--- src/rtl/inst_fetch_queue.sv ---
// Sequential instruction fetch front-end: one outstanding memory request,
// responses buffered as {pc, inst} pairs in a small FIFO toward if_id.
module inst_fetch_queue #(
  parameter int          DEPTH    = 4,
  parameter logic [31:0] RESET_PC = 32'h0000_0000
) (
  input  logic        clk,
  input  logic        rst,
  output logic        inst_req,
  output logic [31:0] inst_addr,
  input  logic        inst_gnt,
  input  logic        inst_rvalid,
  input  logic [31:0] inst_rdata,
  input  logic        redirect_en,
  input  logic [31:0] redirect_pc,
  output logic        id_valid,
  output logic [31:0] id_pc,
  output logic [31:0] id_inst,
  input  logic        id_ready
);
  localparam int          AW      = (DEPTH > 1) ? $clog2(DEPTH) : 1;
  localparam logic [AW:0] DEPTH_C = (AW+1)'(DEPTH);

  typedef enum logic [1:0] {IDLE, REQ, WAIT} state_t;

  state_t        state, state_next;
  logic [31:0]   fetch_pc, req_pc;
  logic          drop;
  logic [AW-1:0] head, tail;
  logic [AW:0]   count, count_next;
  logic [31:0]   pc_mem   [DEPTH];
  logic [31:0]   inst_mem [DEPTH];

  logic granted, rsp, push, pop, slot_free;

  assign granted    = (state == REQ) && inst_gnt;
  assign rsp        = (state == WAIT) && inst_rvalid;
  assign push       = rsp && !drop && !redirect_en;
  assign pop        = id_valid && id_ready;
  assign count_next = count + {{AW{1'b0}}, push} - {{AW{1'b0}}, pop};
  // A slot is judged after this cycle's push/pop so a pop while full
  // lets the next request go out on the very next cycle.
  assign slot_free  = count_next < DEPTH_C;

  always_comb begin
    state_next = state;
    case (state)
      IDLE:    if (slot_free) state_next = REQ;
      REQ:     if (inst_gnt) state_next = WAIT;
      WAIT:    if (inst_rvalid) state_next = slot_free ? REQ : IDLE;
      default: state_next = IDLE;
    endcase
    // A redirect must still wait out a response the memory already owes us.
    if (redirect_en) begin
      if (granted || (state == WAIT && !inst_rvalid)) state_next = WAIT;
      else                                            state_next = REQ;
    end
  end

  always_ff @(posedge clk or posedge rst) begin
    if (rst) begin
      state    <= IDLE;
      fetch_pc <= RESET_PC;
      req_pc   <= '0;
      drop     <= 1'b0;
      count    <= '0;
      head     <= '0;
      tail     <= '0;
    end else begin
      state <= state_next;
      if (redirect_en)  fetch_pc <= redirect_pc;
      else if (granted) fetch_pc <= fetch_pc + 32'd4;
      if (granted) req_pc <= fetch_pc;
      if (redirect_en)  drop <= granted || (state == WAIT && !inst_rvalid);
      else if (rsp)     drop <= 1'b0;
      if (redirect_en) begin
        count <= '0;
        head  <= '0;
        tail  <= '0;
      end else begin
        count <= count_next;
        if (push) tail <= tail + 1'b1;
        if (pop)  head <= head + 1'b1;
      end
    end
  end

  always_ff @(posedge clk) begin
    if (push) begin
      pc_mem[tail]   <= req_pc;
      inst_mem[tail] <= inst_rdata;
    end
  end

  assign inst_req  = (state == REQ);
  assign inst_addr = fetch_pc;
  assign id_valid  = (count != '0);
  assign id_pc     = id_valid ? pc_mem[head]   : '0;
  assign id_inst   = id_valid ? inst_mem[head] : '0;

endmodule

--- config.mk ---
export PLATFORM = sky130hd
export DESIGN_NAME = inst_fetch_queue
export DESIGN_NICKNAME = d
export VERILOG_FILES = /design/src/rtl/inst_fetch_queue.sv
export SDC_FILE = /design/constraint.sdc
export NUM_CORES = 1
export LEC_CHECK = 0
export ABC_AREA = 1
export CAP_MARGIN = 20
export CORE_ASPECT_RATIO = 1.75
export CORE_MARGIN = 2
export CORE_UTILIZATION = 50
export DETAILED_ROUTE_END_ITERATION = 16
export GPL_ROUTABILITY_DRIVEN = 0
export GPL_TIMING_DRIVEN = 0
export PLACE_DENSITY_LB_ADDON = 0.15
export SLEW_MARGIN = 20
export SYNTH_ARGS = -nofsm -noshare
export SYNTH_HDL_FRONTEND = slang
export SYNTH_SLANG_ARGS = --single-unit
export TNS_END_PERCENT = 100
--- constraint.sdc ---
create_clock -name clk -period 4.1 [get_ports clk]
set_input_delay 0.41 -clock clk [delete_from_list [all_inputs] [get_ports clk]]
set_output_delay 0.41 -clock clk [all_outputs]
set_load 0.01 [all_outputs]
* After elaboration in Yosys (flattened, before gate mapping)
Memory sizes are Yosys's and may differ from the RTL's.
Index checks and enable logic that the tools add are counted.
** Operators by class
- Eq/ne operators :: 5
- Multiplexer cells :: 20
- Reductions and logical operators :: 17
- Magnitude comparators :: 1
- Add/sub/neg operators :: 5
** Operator list (count)
- 32-bit 2-to-1 mux :: 4
- 32-bit by 3-bit adder with 32-bit output (second input constant) :: 1
- 2-bit 2-to-1 mux :: 9
- 2-bit nonzero test :: 4
- 1-bit logical AND :: 6
- 3-bit inequality test (second input constant) :: 2
- 2-bit case mux with 3 select lines :: 1
- 1-bit 2-to-1 mux :: 5
- 2-bit by 1-bit adder with 2-bit output (second input constant) :: 2
- 3-bit by 1-bit adder with 3-bit output :: 1
- 1-bit zero test :: 3
- 3-bit < comparator (second input constant) :: 1
- 3-bit 2-to-1 mux :: 1
- 3-bit by 1-bit inequality test with 1-bit output (second input constant) :: 1
- 3-bit AND reduction :: 1
- 3-bit nonzero test :: 1
- 3-bit by 1-bit subtractor with 3-bit output :: 1
- 2-bit by 1-bit equality test with 1-bit output (second input constant) :: 1
- 2-bit equality test (second input constant) :: 1
- 2-bit zero test :: 1
- 1-bit logical OR :: 1
** Word-level totals
- Output and inout bits :: 98
- Logic and storage cells :: 57
- Memories kept :: 2
- Memory bits (writable) :: 256
- Flip-flop bits (word level) :: 74
** Memory list
- inst_mem :: words 4, width 32, rd ports 1, clocked after Yosys merged registers in 0, write ports 1, RTL line 32 : logic [31:0] inst_mem [DEPTH];
- pc_mem :: words 4, width 32, rd ports 1, clocked after Yosys merged registers in 0, write ports 1, RTL line 31 : logic [31:0] pc_mem [DEPTH];

* Logic depth before layout (Yosys ltp)
Gate-level depths: netlist of the first run.
- Word-level depth :: 11
- Gate-level depth with buffers :: 16
- Depth with buffers taken out :: 16

* Worst setup path before layout of the first run
OpenSTA, ideal clock, no wires.
- Path kind :: register -> register
- Start :: register state[0]
- End :: memory inst_mem[0][0], enable pin
- Setup slack :: 0.058 ns
- Arrival time :: 3.556 ns
- Stages on the path, launching flop included :: 6
- Path buffers :: 0
- Period minus slack after synthesis :: 4.042 ns
- Cell sequence :: dfrtp_1 > inv_2 > nand2_1 > nor2_1 > nand3_1 > nor2_1
** On the way
- Longest elaborated chain between the ends :: 6
** RTL lines
- start, declared :: RTL line 26 : state_t state, state_next;
- start signal, assigned :: RTL line 70 : state <= state_next;
- 2-bit equality test :: RTL line 37 : assign rsp = (state == WAIT) && inst_rvalid;
- 1-bit logical AND :: RTL line 37
- 1-bit logical AND (2 in a row) :: RTL line 38 : assign push = rsp && !drop && !redirect_en;
- 1-bit 2-to-1 mux :: RTL line 89 : if (push) begin
- 1-bit 2-to-1 mux (not written as such) :: RTL line 91 : inst_mem[tail] <= inst_rdata;
- end, declared :: RTL line 32
No other way between the ends.

* Final worst setup path of the first run
- Start :: register head[0]
- End :: output port id_inst[28]
** On the way
- Longest elaborated chain between the ends :: 2
** RTL lines
- start, declared :: RTL line 29 : logic [AW-1:0] head, tail;
- start signal, assigned :: RTL line 83 : if (pop) head <= head + 1'b1;
- memory read 4 x 32 bit
- 32-bit 2-to-1 mux :: RTL line 99 : assign id_inst = id_valid ? inst_mem[head] : '0;
- end, declared :: RTL line 18 : output logic [31:0] id_inst,
No other way between the ends.

==> results.toml, run 1 <==
[synth]
syn_nets = 1385
synth_cells = 1307
synth_cell_types = 28
ys_ff_latch = 330
seq_area_frac_synth_pct = 68.7
mappedNetlistArea_sq_mm = 0.0139
synth-warning-count = 0
synth_area_per_cell_sq_um = 10.6

[global_route]
track_usage_pct = 23.4
grt_start_max_net_pins = 56
gr-total-overflow = 0
grt_pass1_wl_mm = 52.0
antenna_found_initial = 0
grt_pass1_vias = 9943

[die]
die_height_um = 224
die_x_um = 130
core-area_sq_mm = 0.0273
io_pins = 168
row_count = 80
die-area_sq_mm = 0.0292
initial_utilization_pct = 50.8

[status]
outcome = "completed"

[route]
wl_per_cell_um = 18.0
wl_met1_mm = 12.7
wl_met3_mm = 1.59
wl_met2_mm = 18.6
dr.max_layer_used = "met4"
wl_mm = 34.3
ant_nets = 0
drcViolationCount = 0
drt-initial-drc-count = 533
vias = 10000
firstDrtPassIters = 4
avgViaCountPerCell = 5.25

[timing]
skew_ns = 0.0118
maxSlewViolCount = 0
whs_ns = 0.159
period_needed_ns = 3.21
setup_viol = 0
setup_slack_ns = 0.888
worst_slew_pin_slew_ns = 0.613
fmax_mhz = 311
slew_headroom_pct = 59.1
finalCritPeriodShare_pct = 78.4
hold_viol = 0
grt_setup_unrepaired = "no"

[final_layout]
antenna_cells = 0
nNetsFinal = 1596
syn_to_final_growth_pct = 25.2
layout_commonest_cell = "nor2_1"
layout_common_cells = "nor2_1 (298), edfxtp_1 (256), o21ai_0 (188), nand2_1 (182), clkdlybuf4s50_1 (167)"
final_area_sq_mm = 0.0174
drive_gt1_share_pct = 7.15
fin_util_pct = 63.6

[power_and_ir_drop]
power_density_mw_per_mm2 = 615
p_leak_nw = 6.52
power_w = 0.0107
ir_worst_vdd_uv = 409

[clock_tree]
clk_root_buffer_cell = "clkbuf_16"
cts_tree = "done"
clk_path_buf_depth = 3
clkTransAtPathRegs_ns = 0.07
numCtsBuffers = 29
cts-resized-gates = 0
cts.sinks = 330
hold_buffers = 0
cts_setup_buffers = 0
clock_latency_ns = 0.55
h-tree-depth = 1

[worst_setup_path]
required_ns = 3.69
reg2reg_depth = 16
path_class = "flip-flop to output pin"
reg2reg_to = "state[0]"
startpoint_type = "flip-flop"
r2r-start = "state[0]"
cp_max_fo = 10
crit_start = "head[0]"
reg2reg_setup_slack_ns = 1.33
arrival_ns = 2.80
endpoint_kind = "output pin"

[place]
place_area_sq_mm = 0.0164
port_buffers = 167
pre_cts_ws_ns = 0.931
dp_hpwl_mm = 24.0

[run]
max_cap_viol_count = 0

[worst_hold_path]
min_path_type = "input pin to asynchronous set/reset pin"
==> report_power, final <==
part           leakage, nW  total, W  switching, W  internal, W
combinational         2.80   0.00345       0.00199      0.00146
sequential            3.24   0.00438      0.000331      0.00405
clock                0.487   0.00286       0.00116      0.00169
total                 6.52    0.0107       0.00349      0.00720
==> Yosys cell counts <==
library cell	count	area share, %
o221ai_1	1	0.063
inv_2	3	0.081
nor2_1	302	8.2
o31ai_1	1	0.054
edfxtp_1	256	55
o21ai_1	1	0.036
inv_1	78	2.1
nand2_4	3	0.24
and2_1	3	0.14
or2_2	1	0.045
nor2_2	4	0.18
dfrtp_1	74	13
buf_4	1	0.054
nor2_4	8	0.65
buf_2	25	0.90
o21ai_0	188	6.8
xor2_1	8	0.50
nand2_2	3	0.14
nand4_1	2	0.090
ha_1	7	0.63
nand3_1	41	1.5
nand2_1	182	4.9
o21bai_1	3	0.16
o211ai_1	2	0.11
buf_1	15	0.41
a21oi_1	71	2.6
clkbuf_1	23	0.62
fa_1	1	0.14
==> cell families (layout without fill, tap and decap cells) <==
kind of cell / after synthesis / after routing / synth area share, %
adders and majority gates: 8 / 8 / 0.775
and+or+nand+nor: 549 / 549 / 16.0
DFF: 330 / 330 / 68.7
xor gates and xnor gates: 8 / 8 / 0.505
AOI/OAI and AO/OA: 267 / 267 / 9.76
buffers and inverters: 145 / 377 / 4.17
==> state kept, by name, indices dropped and copies added (netlist names) <==
| name | count |
|---|---|
| count | 3 |
| drop | 1 |
| head | 2 |
| inst_addr | 32 |
| inst_mem | 128 |
| pc_mem | 128 |
| req_pc | 32 |
| state | 2 |
| tail | 2 |
==> worst max-delay path by stage <==
stage / slack, ns / end
6_report: 0.89 / id_inst[28]
4_1_cts: 0.85 / id_pc[26]
3_3_place_gp: -2.58 / inst_mem[3][6]
2_1_floorplan: 0.06 / inst_mem[0][0]
5_1_grt: 0.78 / id_pc[26]
3_5_place_dp: 0.93 / state[0]
==> routing by layer <==
layer	up-vias	track usage, %
li1	4838	-
met1	4805	25.8
met4	0	10.4
met3	78	3.04
met5	-	0
met2	296	43.9
==> cell type report <==
class	instances	area (sq um)
inverters	81	307
clock inverters	15	196
flip-flops and latches	330	9540
fillers	2215	9950
plain buffers	64	275
well taps	369	462
multi-input cells	832	3790
repair buffers	180	2000
clock buffers	37	806
==> worst max-delay path, cell delays in order, from the launching register on <==
cell and delay [ns]:
dfrtp_1 0.41, inv_2 0.08, buf_2 0.24, buf_2 0.27, buf_2 0.27, o21ai_0 0.13, a21oi_1 0.25, clkdlybuf4s50_1 0.59
==> through the flow <==
step	setup TNS, ns	cells
after floorplan	0	1307
after global placement	-642.24	1843
after detailed placement	0	1856
after CTS	0	1908
after global routing	0	1908
final	0	1908
Power figures use the tool's default switching activity.
==> run 2: changes to the inputs <==
clock period = 2.95 ns   (was 4.1 ns; I/O delays follow)
==> results.toml, run 2 (synthesis gave the netlist of run 1 again) <==
[status]
outcome = "completed"

[route]
wl_mm = 34.0
firstDrtPassIters = 5
avgViaCountPerCell = 5.26
drcViolationCount = 0
drt-initial-drc-count = 553
wl_per_cell_um = 17.8
ant_nets = 0
vias = 10000

[worst_setup_path]
path_class = "flip-flop to output pin"
arrival_ns = 2.57
crit_start = "head[0]"
r2r-start = "state[0]"
required_ns = 2.65
startpoint_type = "flip-flop"
cp_max_fo = 10
reg2reg_depth = 16
endpoint_kind = "output pin"

[timing]
fmax_mhz = 349
worst_slew_pin_slew_ns = 0.581
grt_setup_unrepaired = "yes"
setup_slack_ns = 0.0863
slew_headroom_pct = 61.2
maxSlewViolCount = 0
setup_viol = 0
finalCritPeriodShare_pct = 97.1
whs_ns = 0.0471
skew_ns = 0.0154
period_needed_ns = 2.86
hold_viol = 0

[final_layout]
nNetsFinal = 1595
fillCellCount = 2184
reg_top3 = "inst_mem (128), pc_mem (128)"
layout_common_cells = "nor2_1 (298), edfxtp_1 (256), o21ai_0 (188), nand2_1 (182), clkdlybuf4s50_1 (165)"
final_area_sq_mm = 0.0174
syn_to_final_growth_pct = 25.1
final_cells = 1908
multi_input_area_sq_mm = 0.00381
seqCellArea_sq_mm = 0.00954
antenna_cells = 0
layout_commonest_cell = "nor2_1"
drive_gt1_share_pct = 8.97

[die]
io_pins = 168
row_count = 80
core-area_sq_mm = 0.0273
die-area_sq_mm = 0.0292
die_height_um = 224
die_x_um = 130
initial_utilization_pct = 50.8

[power_and_ir_drop]
power_density_mw_per_mm2 = 840
power_w = 0.0146
p_leak_nw = 6.59
ir_worst_vdd_uv = 495

[global_route]
grt_start_max_net_pins = 55
gr-total-overflow = 0
track_usage_pct = 23.3
grt_pass1_wl_mm = 51.9
antenna_found_initial = 0
grt_pass1_vias = 9819

[clock_tree]
cts_setup_buffers = 0
clkTransAtPathRegs_ns = 0.07
cts_tree = "done"
cts.sinks = 330
clk_root_buffer_cell = "clkbuf_16"
clock_latency_ns = 0.56
h-tree-depth = 1
clk_path_buf_depth = 3
numCtsBuffers = 28

[place]
pre_cts_ws_ns = -0.0849
dp_hpwl_mm = 23.8
port_buffers = 167
place_area_sq_mm = 0.0164
placed_cells = 1856

[run]
max_cap_viol_count = 0

[worst_hold_path]
min_path_type = "input pin to asynchronous set/reset pin"
## run 2: cell type report
type                       instances  area share, %
buffer                            64           1.91
clock buffer                      35           4.66
clock inverter                    17          0.663
inverter                          81           1.77
multi-input combinational        832           21.9
sequential                       330           55.0
tap                              369           2.66
timing repair buffer             180           11.5
## run 2: power breakdown
part	switching, W	internal, W
combinational	0.00275	0.00209
sequential	0.000453	0.00562
clock	0.00164	0.00203
total	0.00484	0.00975
## run 2: worst paths after layout
kind | endpoint | slack, ns
min in group clk | inst_addr[0] | 0.30
max in group asynchronous | count[0] | 2.33
hold reg to reg | pc_mem[3][16] | 0.52
setup / recovery | id_pc[18] | 0.09
setup reg to reg | state[0] | 0.39
hold / removal | inst_addr[25] | 0.05
## run 2: what timing repair did
| item | CTS | global route |
|---|---|---|
| setup endpoints to repair | 45 | 51 |
| gates resized for setup | 18 | 30 |
| hold buffers | 0 | 0 |
## run 2: through the flow
stage / util [%] / setup TNS [ns]
6_report: 63.5 / 0
5_1_grt: 63.5 / 0
4_1_cts: 63.4 / 0
3_3_place_gp: 58.6 / -493.26
2_1_floorplan: - / -21.47
3_5_place_dp: 59.9 / -0.0849
## run 2: metal layers
metal | wire, um | global-route usage (%) | vias up
met5 | 0 | 0 | -
met4 | 1210 | 9.12 | 0
met3 | 1610 | 3.04 | 63
met2 | 18500 | 43.3 | 277
met1 | 12700 | 26.9 | 4863
li1 | - | - | 4838
## run 2: worst max-delay path, stage by stage (launching register included)
cell             delay, ns
dfrtp_1               0.41
inv_2                 0.09
clkbuf_1              0.43
o21ai_0               0.17
a21oi_1               0.31
clkdlybuf4s50_1       0.60
